==> src/rtl/e_digit_out.sv <==
// Streams the decimal expansion of a WORDS x 16-bit fixed-point value, one digit per handshake.
// Optional macro E_DIGIT_ASCII_EN selects ASCII digit encoding instead of BCD.
module e_digit_out #(
    parameter int WORDS      = 32,
    parameter int NUM_DIGITS = 100
) (
    input  logic        clk,
    input  logic        rst,
    input  logic        start,
    input  logic [15:0] in_data [0:WORDS-1],
    output logic        busy,
    output logic [7:0]  digit,
    output logic        digit_valid,
    input  logic        digit_ready,
    output logic        digit_last,
    output logic        range_err,
    output logic        done
);

    localparam int IDX_W = (WORDS > 2) ? $clog2(WORDS) : 1;
    localparam int CNT_W = 12;
    localparam logic [IDX_W-1:0] IDX_TOP  = IDX_W'(WORDS - 1);
    localparam logic [IDX_W-1:0] IDX_END  = IDX_W'(1);
    localparam logic [CNT_W-1:0] CNT_LAST = CNT_W'(NUM_DIGITS - 1);

    typedef enum logic [1:0] {
        IDLE = 2'd0,
        EMIT = 2'd1,
        MUL  = 2'd2,
        DONE = 2'd3
    } state_t;

    function automatic logic [7:0] encode_digit(input logic [3:0] d);
`ifdef E_DIGIT_ASCII_EN
        return 8'h30 + {4'h0, d};
`else
        return {4'h0, d};
`endif
    endfunction

    state_t             state_r;
    state_t             state_nxt_s;
    logic [15:0]        frac_r      [0:WORDS-1];
    logic [15:0]        frac_nxt_s  [0:WORDS-1];
    logic [IDX_W-1:0]   idx_r;
    logic [IDX_W-1:0]   idx_nxt_s;
    logic [3:0]         carry_r;
    logic [3:0]         carry_nxt_s;
    logic [CNT_W-1:0]   count_r;
    logic [CNT_W-1:0]   count_nxt_s;
    logic [7:0]         digit_r;
    logic [7:0]         digit_nxt_s;
    logic               last_r;
    logic               last_nxt_s;
    logic               range_err_r;
    logic               range_err_nxt_s;
    logic               valid_r;
    logic               busy_r;
    logic               done_r;
    logic               handshake_s;
    logic [19:0]        prod_s;

    // Next-state and datapath decode for the conversion FSM.
    always_comb begin
        state_nxt_s     = state_r;
        frac_nxt_s      = frac_r;
        idx_nxt_s       = idx_r;
        carry_nxt_s     = carry_r;
        count_nxt_s     = count_r;
        digit_nxt_s     = digit_r;
        last_nxt_s      = last_r;
        range_err_nxt_s = range_err_r;
        handshake_s     = valid_r & digit_ready;
        // One word of the fraction times ten, plus the carry from the word below it.
        prod_s          = ({4'h0, frac_r[idx_r]} * 20'd10) + {16'h0, carry_r};

        case (state_r)
            IDLE: begin
                if (start) begin
                    for (int i = 0; i < WORDS; i++) begin
                        frac_nxt_s[i] = in_data[i];
                    end
                    count_nxt_s     = {CNT_W{1'b0}};
                    carry_nxt_s     = 4'd0;
                    idx_nxt_s       = IDX_TOP;
                    range_err_nxt_s = (in_data[0] > 16'd9);
                    if (in_data[0] > 16'd9) begin
                        digit_nxt_s = encode_digit(4'd9);
                    end else begin
                        digit_nxt_s = encode_digit(in_data[0][3:0]);
                    end
                    last_nxt_s      = (CNT_LAST == {CNT_W{1'b0}});
                    state_nxt_s     = EMIT;
                end else begin
                    state_nxt_s = IDLE;
                end
            end
            EMIT: begin
                if (handshake_s) begin
                    count_nxt_s = count_r + {{(CNT_W-1){1'b0}}, 1'b1};
                    if (last_r) begin
                        last_nxt_s  = 1'b0;
                        state_nxt_s = DONE;
                    end else begin
                        idx_nxt_s   = IDX_TOP;
                        carry_nxt_s = 4'd0;
                        state_nxt_s = MUL;
                    end
                end else begin
                    state_nxt_s = EMIT;
                end
            end
            MUL: begin
                frac_nxt_s[idx_r] = prod_s[15:0];
                carry_nxt_s       = prod_s[19:16];
                if (idx_r == IDX_END) begin
                    digit_nxt_s = encode_digit(prod_s[19:16]);
                    last_nxt_s  = (count_r == CNT_LAST);
                    state_nxt_s = EMIT;
                end else begin
                    idx_nxt_s   = idx_r - {{(IDX_W-1){1'b0}}, 1'b1};
                    state_nxt_s = MUL;
                end
            end
            DONE: begin
                state_nxt_s = IDLE;
            end
            default: begin
                state_nxt_s = IDLE;
            end
        endcase
    end

    // State, datapath and registered output flags.
    always_ff @(posedge clk) begin
        if (rst) begin
            state_r     <= IDLE;
            for (int i = 0; i < WORDS; i++) begin
                frac_r[i] <= 16'h0000;
            end
            idx_r       <= {IDX_W{1'b0}};
            carry_r     <= 4'd0;
            count_r     <= {CNT_W{1'b0}};
            digit_r     <= 8'h00;
            last_r      <= 1'b0;
            range_err_r <= 1'b0;
            valid_r     <= 1'b0;
            busy_r      <= 1'b0;
            done_r      <= 1'b0;
        end else begin
            state_r     <= state_nxt_s;
            frac_r      <= frac_nxt_s;
            idx_r       <= idx_nxt_s;
            carry_r     <= carry_nxt_s;
            count_r     <= count_nxt_s;
            digit_r     <= digit_nxt_s;
            last_r      <= last_nxt_s;
            range_err_r <= range_err_nxt_s;
            valid_r     <= (state_nxt_s == EMIT);
            busy_r      <= (state_nxt_s != IDLE);
            done_r      <= (state_nxt_s == DONE);
        end
    end

    assign busy        = busy_r;
    assign digit       = digit_r;
    assign digit_valid = valid_r;
    assign digit_last  = last_r;
    assign range_err   = range_err_r;
    assign done        = done_r;

endmodule

==> config.mk <==
export PLATFORM = sky130hd
export DESIGN_NAME = e_digit_out
export DESIGN_NICKNAME = d
export VERILOG_FILES = /design/src/rtl/e_digit_out.sv
export SDC_FILE = /design/constraint.sdc
export NUM_CORES = 1
export LEC_CHECK = 0
export CELL_PAD_IN_SITES_DETAIL_PLACEMENT = 0
export CELL_PAD_IN_SITES_GLOBAL_PLACEMENT = 2
export CORE_ASPECT_RATIO = 1.4
export CORE_UTILIZATION = 33
export CTS_BUF_LIST = sky130_fd_sc_hd__clkbuf_4 sky130_fd_sc_hd__clkbuf_8 sky130_fd_sc_hd__clkbuf_16
export DETAILED_ROUTE_END_ITERATION = 8
export PLACE_DENSITY_LB_ADDON = 0.25
export SYNTH_ARGS = -nofsm -noshare
export SYNTH_HDL_FRONTEND = slang
export SYNTH_SLANG_ARGS = --single-unit
==> constraint.sdc <==
create_clock -name clk -period 12 [get_ports clk]
set_input_delay 2.4 -clock clk [delete_from_list [all_inputs] [get_ports clk]]
set_output_delay 2.4 -clock clk [all_outputs]
set_load 0.01 [all_outputs]
=== After elaboration in Yosys (flattened, before gate mapping) ===
Cells that the tools add are included.

* Memory bits (read-only): 0
* Memories kept: 0
* Word-level logic and storage cells: 109
* Register bits after elaboration: 548
* Output and inout bits: 13
* Bits in latches: 0
* Input bits: 516
* RAM bits: 0

* Muxes and demuxes: 33
* Shift operators: 0
* Reduce and logical (&&, ||, !) cells: 13
* Order comparisons: 3
* Equality and inequality tests: 12
* Bitwise operators: 2
* Div/mod/pow operators: 0
* $add $sub $neg: 3
* $mul: 1

{| class="wikitable"
|+ Operators with widths
! kind !! count
|-
| $pmux 512 s2 || 1
|-
| $bwmux 512 || 1
|-
| $mux 512 || 1
|-
| $bmux 16 s5 || 1
|-
| $demux 16 s5 || 1
|-
| $mux 16 || 3
|-
| $mux 12 || 2
|-
| $pmux 12 s2 || 1
|-
| $add 20x4->20 || 1
|-
| $mux 5 || 4
|-
| $mul 16x3->19 const B || 1
|-
| $gt 16x4->1 const B || 1
|-
| $mux 4 || 4
|-
| $mux 8 || 2
|-
| $pmux 8 s2 || 1
|-
| $pmux 5 s3 || 1
|-
| $add 12x1->12 const B || 1
|-
| $eq 12x7->1 const B || 1
|-
| $pmux 4 s3 || 1
|-
| $ne 2x2->1 const B || 5
|-
| $pmux 2 s4 || 1
|-
| $reduce_and 4->1 || 2
|-
| $eq 2x2->1 const B || 3
|-
| $ge 6x6->1 const B || 1
|-
| other kinds (16) || 26
|}

=== Depth between registers and ports, before layout ===
Gate-level depths: netlist of the first run.

* Depth after elaboration: 8
* Depth in mapped cells: 21
* Mapped depth without buffers: 16

=== Least setup slack after synthesis of the first run ===
Ideal clock, no wire load.

* Path type: register to register
* Start point: register idx_r[1]
* End point: register frac_r[493] in the netlist's numbering
* Path buffers: 5
* Arrival time: 4.929 ns
* Library setup time: 0.071 ns
* Required time: 11.929 ns
* Path slack: 7.000 ns
* Stages on the path, launching flop included: 21
* Clock period less this slack: 5.000 ns
* Cell sequence: dfxtp_1 -> buf_2 -> buf_4 -> clkbuf_1 -> buf_1 -> mux4_2 -> a22oi_1 -> nand4_1 -> ha_1 -> ha_1 -> fa_1 -> a211oi_2 -> nor2_1 -> xor2_1 -> nand3_1 -> nor4b_2 -> nor2b_4 -> xnor2_2 -> buf_6 -> nand2_1 -> a21oi_1

* Word-level cells in the longest chain between the ends: 8
* Elaborated cells on any way between the ends: 13
* Classes of those cells: 1 x add/sub; 1 x mul; 2 x order compare; 7 x mux; 1 x bitwise; 1 x reduce/logical

{| class="wikitable"
|+ RTL lines
! item !! line !! text
|-
| from (decl) || 45 || <nowiki>logic [IDX_W-1:0] idx_r;</nowiki>
|-
| from (signal assigned) || 141 || <nowiki>idx_r <= {IDX_W{1'b0}};</nowiki>
|-
| from (signal assigned) || 153 || <nowiki>idx_r <= idx_nxt_s;</nowiki>
|-
| $not 5->6 (not written as such) * || 75, 114 ||
|-
| $bmux 16 s5 || 75 || <nowiki>prod_s = ({4'h0, frac_r[idx_r]} * 20'd10) + {16'h0, carry_r};</nowiki>
|-
| $mux 16 (not written as such) (2 in a row) || 75 ||
|-
| $mul 16x3->19 || 75 ||
|-
| $add 20x4->20 || 75 ||
|-
| $bwmux 512 * || 114 || <nowiki>frac_nxt_s[idx_r] = prod_s[15:0];</nowiki>
|-
| $pmux 512 s2 * || 77 || <nowiki>case (state_r)</nowiki>
|-
| to (signal assigned) || 152 || <nowiki>frac_r <= frac_nxt_s;</nowiki>
|-
| to (decl) || 43 || <nowiki>logic [15:0] frac_r [0:WORDS-1];</nowiki>
|}

Mark *: on every way between the ends. The rest lies on a longest branch, timed or not. The select of a mux whose other input is x is not followed.
A chain may end at the register's enable or synchronous reset.

=== Final worst setup path of the first run ===
* Start point: register idx_r[0]
* End point: register frac_r[367] in the netlist's numbering

The elaborated chain is that of the path after synthesis.

==> flow_summary_export.csv, run 1 <==
group,metric,value,unit
run_status,outcome,"finished clean",
route,vias,27461,
critical_path,regToRegEndpoint,"frac_r[367]",
min_path,hp-class,"flop to flop",
placement,hpwl,98.8,mm
floorplanning,die_width,245,µm
critical_path,r2r_slack,5190,ps
global_routing,grt-ovfl-total,0,
critical_path,r2r_start,"idx_r[0]",
synth,yosys.area.top_type_share,40.0,%
critical_path,worstPathArrival,7360,ps
timing,relSlewSlack,12.1,%
timing,setup_viol,0,
pwr,p_per_area,160,nW/µm²
pwr,leakage,12.4,nW
route,wl_per_cell,29.6,µm
timing,rsz0062_at_grt,"false",
synth,synth_cells,3111,
min_path,worstHoldStart,"frac_r[480]",
timing,finalCriticalPeriod,6810,ps
timing,max_clock_freq,0.147,GHz
synth,ys.flop_type,"dfxtp_1",
floorplanning,ios,529,
layout,layout_common_cells,"541 x dfxtp_1, 523 x clkdlybuf4s50_1, 448 x a22oi_1",
layout,n_fill_cell,7888,
floorplanning,core,81800,µm²
global_routing,grt_pass1_vias,26771,
synth,synth_edf_count,0,
global_routing,grtUsageTotal,31.4,%
timing,worst_pin_slew,1310,ps
layout,multi_input_area,15200,µm²
critical_path,end_kind,"flop",
cts,htreeDepth,2,
synth,ys_async_sr_fraction,0,%
critical_path,cp.required,12550,ps
layout,finalNetCount,4024,
critical_path,crit_type,"flop to flop",
floorplanning,die_h,342,µm
synth,avgSynthCellArea,8.76,µm²
synth,yosysWarnings,0,
critical_path,crit_path_start_kind,"flop",
timing,finalClockSkew,22.7,ps
global_routing,grt_pass1_wl,192,mm
synth,yosys_register_bits,544,
cts,clk_latency,660,ps
synth,synth_area_leaders,"dfxtp_1 40%, a22oi_1 12%, mux4_2 10%",
floorplanning,start_util,33.3,%
timing,fin_tns_setup,0,ps
placement,dpl_worst_slack,5130,ps
cts,clockBufferDepth,3,
synth,netlist_area,27300,µm²
floorplanning,rows,124,
job,maxCapViolCount,0,
layout,regArea,10900,µm²
route,drc,0,
critical_path,crit_fanout,96,
route,first_pass_iters,6,
synth,synth_cell_types,65,
floorplanning,die-area,83800,µm²
synth,ys_seq_area_share,40.0,%
route,via_per_inst,5.98,
layout,area_growth,29.8,%
cts,cts_tree,"built",
placement,dpl-instance-area,33300,µm²
layout,drive_gt1_share,12.7,%
min_path,hold_path_end,"frac_r[480]",
route,drt_iter0_markers,3006,
timing,fin_ws,5190,ps
timing,hold_viol,0,
timing,drv_slew,0,
layout,final_area,35400,µm²
cts,cts_resized,0,
cts,ctsHoldBuffers,0,
critical_path,worstRegToRegCells,14,
pwr,vdd.ir_drop.worst,0.000130,V
global_routing,grt_max_degree,162,
global_routing,antenna_found_initial,5,
min_path,whs_path_depth,2,
cts,clk_pin_slew_worst_paths,60,ps
cts,postCtsSetupBuffers,0,
route,totalWireLength,136,mm
route,ant_nets,0,
placement,globalplace.congestion,0.908,
synth,synth.largest_area_cell,"dfxtp_1",
cts,clock-root-buffer,"clkbuf_16",
layout,final_common_cell,"dfxtp_1",
timing,min_period_over_period,56.7,%
cts,cts.sinks,544,
placement,port_buffers,524,
cts,cts_buffers,59,
## Yosys cell counts, types with 3 or more instances
| master | number |
|---|---|
| inv_1 | 6 |
| clkbuf_1 | 214 |
| buf_6 | 9 |
| nor4_1 | 95 |
| and2_1 | 9 |
| a22oi_1 | 448 |
| nand4_1 | 23 |
| mux4_2 | 122 |
| dfxtp_1 | 544 |
| or3_1 | 7 |
| and4_1 | 3 |
| mux2i_1 | 11 |
| and3_1 | 5 |
| a21oi_1 | 352 |
| xor2_1 | 15 |
| o211ai_1 | 3 |
| ha_1 | 37 |
| nor2_1 | 413 |
| buf_4 | 8 |
| nand2_2 | 31 |
| o21ai_0 | 13 |
| a221oi_1 | 31 |
| o22ai_1 | 5 |
| a21oi_2 | 31 |
| nor3_1 | 44 |
| o21ai_1 | 3 |
| xnor2_4 | 3 |
| o22ai_2 | 30 |
| nand3_1 | 18 |
| xnor2_1 | 17 |
| a21o_1 | 8 |
| a211oi_1 | 9 |
| nand2b_1 | 6 |
| nand2_1 | 421 |
| buf_1 | 24 |
| nor2b_1 | 5 |
| buf_2 | 50 |
## cell families (layout without fill, tap and decap cells)
family,after synthesis,after routing,share of synthesized area (%)
xor gates and xnor gates,38,38,1.51
buffers and inverters,312,712,4.88
AOI/OAI and AO/OA,949,949,23.8
DFF,544,544,40.0
and+or+nand+nor,1093,1093,17.5
muxes,135,135,10.6
adders and majority gates,39,39,1.85
other,1,8,0.0138
## state kept, by name, summed over array words and instances, names as in the netlist
name / flops
carry_r: 4
busy: 1
count_r: 12
done: 1
state_r: 2
digit_last: 1
digit: 4
digit_valid: 1
idx_r: 5
range_err: 1
frac_r: 512
## critical path, cell delays in order, from the launching register on
cell,delay [ps]
dfxtp_4,860
buf_12,680
mux4_2,600
a22oi_1,330
nand4_1,200
ha_1,350
fa_1,430
xor2_1,510
and3_1,370
nand3_1,210
nor4b_2,480
nand2_1,150
xnor2_1,320
nand2b_2,660
o22ai_2,390
## area by class of cell
class,count,share of cell area (%)
Multi-Input combinational cell,2258,43.0
Tap cell,1071,3.79
Timing Repair Buffer,599,16.5
Sequential cell,544,30.8
Clock inverter,24,0.824
Inverter,7,0.0743
Clock buffer,82,4.99
Antenna cell,4,0.0283
## worst max-delay path by stage
stage | slack, ps | start | to
floorplan | 7000 | idx_r[1] | frac_r[493]
CTS | 5130 | idx_r[0] | frac_r[367]
global route | 4780 | idx_r[0] | frac_r[415]
finish | 5190 | idx_r[0] | frac_r[367]
detailed placement | 5130 | idx_r[0] | frac_r[143]
global placement | 5340 | idx_r[0] | frac_r[143]
## where the power goes
part	internal [W]	switching, W	total [W]	leakage [nW]
sequential	0.00196	0.000123	0.00208	4.47
clock	0.00115	0.000819	0.00197	1.03
combinational	0.000593	0.00102	0.00161	6.92
## stage by stage
stage	std cells	hold slack (ps)	utilization (%)	total power (W)
3_5_place_dp	4479	462	40.7	0.00371
2_1_floorplan	3114	433	-	0.00299
5_1_grt	4587	492	43.3	0.00585
6_report	4589	474	43.3	0.00566
3_3_place_gp	4479	456	40.7	0.00369
4_1_cts	4585	471	43.3	0.00567
## per-layer routing
metal,share of wire [%],track usage (%),wire [µm]
met5,0.018,0,25
met4,5.0,14.7,6810
met3,7.5,4.87,10100
met2,49,53.2,66100
met1,39,38.9,52600
No activity file was read; power rests on OpenSTA's default activity.
==> inputs of run 2 (changes only) <==
--- a/config.mk
+++ b/config.mk
@@ -8,7 +8,7 @@
 export CELL_PAD_IN_SITES_DETAIL_PLACEMENT = 0
 export CELL_PAD_IN_SITES_GLOBAL_PLACEMENT = 2
 export CORE_ASPECT_RATIO = 1.4
-export CORE_UTILIZATION = 33
+export CORE_UTILIZATION = 31
 export CTS_BUF_LIST = sky130_fd_sc_hd__clkbuf_4 sky130_fd_sc_hd__clkbuf_8 sky130_fd_sc_hd__clkbuf_16
 export DETAILED_ROUTE_END_ITERATION = 8
 export PLACE_DENSITY_LB_ADDON = 0.25
==> constraint.sdc (replaced) <==
create_clock -name clk -period 6.98 [get_ports clk]
set_input_delay 1.396 -clock clk [delete_from_list [all_inputs] [get_ports clk]]
set_output_delay 1.396 -clock clk [all_outputs]
set_load 0.01 [all_outputs]
==> run 2 against run 1 <==
Maximum frequency up 11%. Routed wire length grew 2.5%. Final cell count up 2.5%. Global-route usage down 1.1 points. Sequential share of layout area down 0.21 points. Critical endpoint is now frac_r[47]. Sequential power rose by 72%. Die area grew 6.4%. Clock skew increased by 10 ps. Worst setup slack worse by 4400 ps. Critical path depth is 2 higher.
==> flow_summary_export.csv, run 2 (synthesized netlist as in run 1, its figures left out) <==
group,metric,value,unit
global_routing,grt-ovfl-total,0,
cts,ctsHoldBuffers,0,
global_routing,antenna_found_initial,3,
layout,largest_register_ffs,512,
layout,layout_common_cells,"541 x dfxtp_1, 523 x clkdlybuf4s50_1, 448 x a22oi_1",
global_routing,grt_pass1_vias,27481,
cts,clk_pin_slew_worst_paths,60,ps
placement,port_buffers,524,
floorplanning,rows,128,
placement,dpl_worst_slack,893,ps
floorplanning,core,87000,µm²
critical_path,crit_fanout,18,
critical_path,crit_path_max_incr_delay,890,ps
cts,clk_latency,660,ps
layout,multi_input_area,15200,µm²
pwr,vdd.ir_drop.worst,0.000200,V
layout,largest_registers,"frac_r (512), count_r (12), idx_r (5)",
timing,setup_viol,0,
timing,finalClockSkew,33.2,ps
timing,fin_ws,826,ps
timing,drv_slew,0,
layout,regArea,10900,µm²
timing,whs,465,ps
pwr,power_frac_comb,29.7,%
timing,max_clock_freq,0.163,GHz
route,drt_iter0_markers,2743,
route,ant_nets,0,
placement,hpwl,103,mm
critical_path,end_kind,"flop",
pwr,power.switching,0.00341,W
pwr,clock_power_share,33.5,%
route,wl_per_cell,29.6,µm
cts,postCtsSetupBuffers,0,
floorplanning,die_h,353,µm
layout,drive_gt1_share,13.0,%
run_status,outcome,"finished clean",
floorplanning,die-area,89100,µm²
route,via_per_inst,5.85,
critical_path,cp_common_cell,"ha_1",
layout,layoutNonFillerInstCount,4705,
cts,clockBufferDepth,3,
global_routing,grtUsageTotal,30.3,%
timing,worst_pin_slew,1310,ps
critical_path,cpMaxStageDelayCell,"nor3_2",
critical_path,crit_path_start_kind,"flop",
floorplanning,ios,529,
global_routing,grt_max_degree,207,
pwr,leakage,12.5,nW
cts,cts_buffers,59,
floorplanning,start_util,31.3,%
placement,globalplace.congestion,0.933,
cts,cts_resized,0,
route,vias,27533,
cts,clock-root-buffer,"clkbuf_16",
timing,min_period_over_period,88.2,%
timing,hold_viol,0,
min_path,hp-class,"flop to flop",
timing,rsz0062_at_grt,"false",
layout,n_fill_cell,8551,
floorplanning,die_width,253,µm
global_routing,grt_pass1_wl,197,mm
placement,place_inst,4602,
critical_path,cp.required,7470,ps
pwr,power_frac_seq,36.8,%
cts,cts_tree,"built",
critical_path,cp_cell_sequence,"inv_1 > nor3_2 > a22oi_1 > nand4_1 > ha_1 > ha_1 > fa_1 > xor2_1 > and3_1 > nand3_1 > nor4b_2 > nand2_1 > xnor2_1 > nand2b_2 > buf_12 > o22ai_2",
pwr,internal_power,0.00629,W
cts,htreeDepth,2,
job,maxCapViolCount,0,
layout,area_growth,30.7,%
route,drc,0,
cts,cts.sinks,544,
layout,top_register,"frac_r",
route,totalWireLength,139,mm
critical_path,worstPathArrival,6640,ps
pwr,p_sw_share,35.2,%
timing,fin_tns_setup,0,ps
timing,finalCriticalPeriod,6150,ps
pwr,p_per_area,273,nW/µm²
critical_path,crit_type,"flop to flop",
timing,relSlewSlack,12.1,%
route,first_pass_iters,7,
layout,finalNetCount,4048,
layout,final_common_cell,"dfxtp_1",
run 2: critical path: cells and delay by family (launching register included):
| family | cells | cell delay, ps |
|---|---|---|
| AOI/OAI and AO/OA | 2 | 400 |
| xor gates and xnor gates | 2 | 670 |
| adders and majority gates | 3 | 990 |
| buffers and inverters | 2 | 480 |
| DFF | 1 | 540 |
| and+or+nand+nor | 7 | 2870 |
run 2: layer usage:
| metal | track usage, % | vias to the layer above | part of all wire (%) |
|---|---|---|---|
| met4 | 16.2 | 2 | 5.8 |
| met5 | 0 | - | 0.0093 |
| met1 | 37.7 | 13613 | 39 |
| met2 | 50.7 | 1454 | 48 |
| met3 | 3.77 | 259 | 6.4 |
| li1 | - | 12205 | - |
run 2: layout make-up:
class | instances | share of cell area, %
Inverter | 7 | 0.0738
Multi-Input combinational cell | 2258 | 42.6
Timing Repair Buffer | 623 | 17.1
Tap cell | 1170 | 4.11
Sequential cell | 544 | 30.6
Antenna cell | 2 | 0.0141
Clock inverter | 12 | 0.432
Clock buffer | 89 | 5.02
run 2: power by group through the flow:
stage / Sequential (W) / Clock (W) / Combinational, W
2_1_floorplan: 0.00352 / 0 / 0.00162
3_3_place_gp: 0.00363 / 0 / 0.00282
3_5_place_dp: 0.00363 / 0 / 0.00285
4_1_cts: 0.00357 / 0.00329 / 0.00286
5_1_grt: 0.00359 / 0.00341 / 0.00301
6_report: 0.00357 / 0.00325 / 0.00288
run 2: metrics by stage:
| step | utilization, % | instance area, µm² | power [W] |
|---|---|---|---|
| floorplan | - | 27300 | 0.00514 |
| finish | 41.0 | 35600 | 0.00971 |
| global placement | 38.7 | 33700 | 0.00645 |
| detailed placement | 38.7 | 33700 | 0.00648 |
| CTS | 41.0 | 35600 | 0.00971 |
| global route | 41.0 | 35600 | 0.0100 |
run 2: path summary, 6_finish.rpt:
| path | start | end | slack, ps | cells after the start |
|---|---|---|---|---|
| worst min register to register | frac_r[482] | frac_r[482] | 460 | 2 |
| worst min-delay path | frac_r[482] | frac_r[482] | 460 | 2 |
| worst max register to register | idx_r[2] | frac_r[47] | 830 | 16 |
| worst max-delay path | idx_r[2] | frac_r[47] | 830 | 16 |
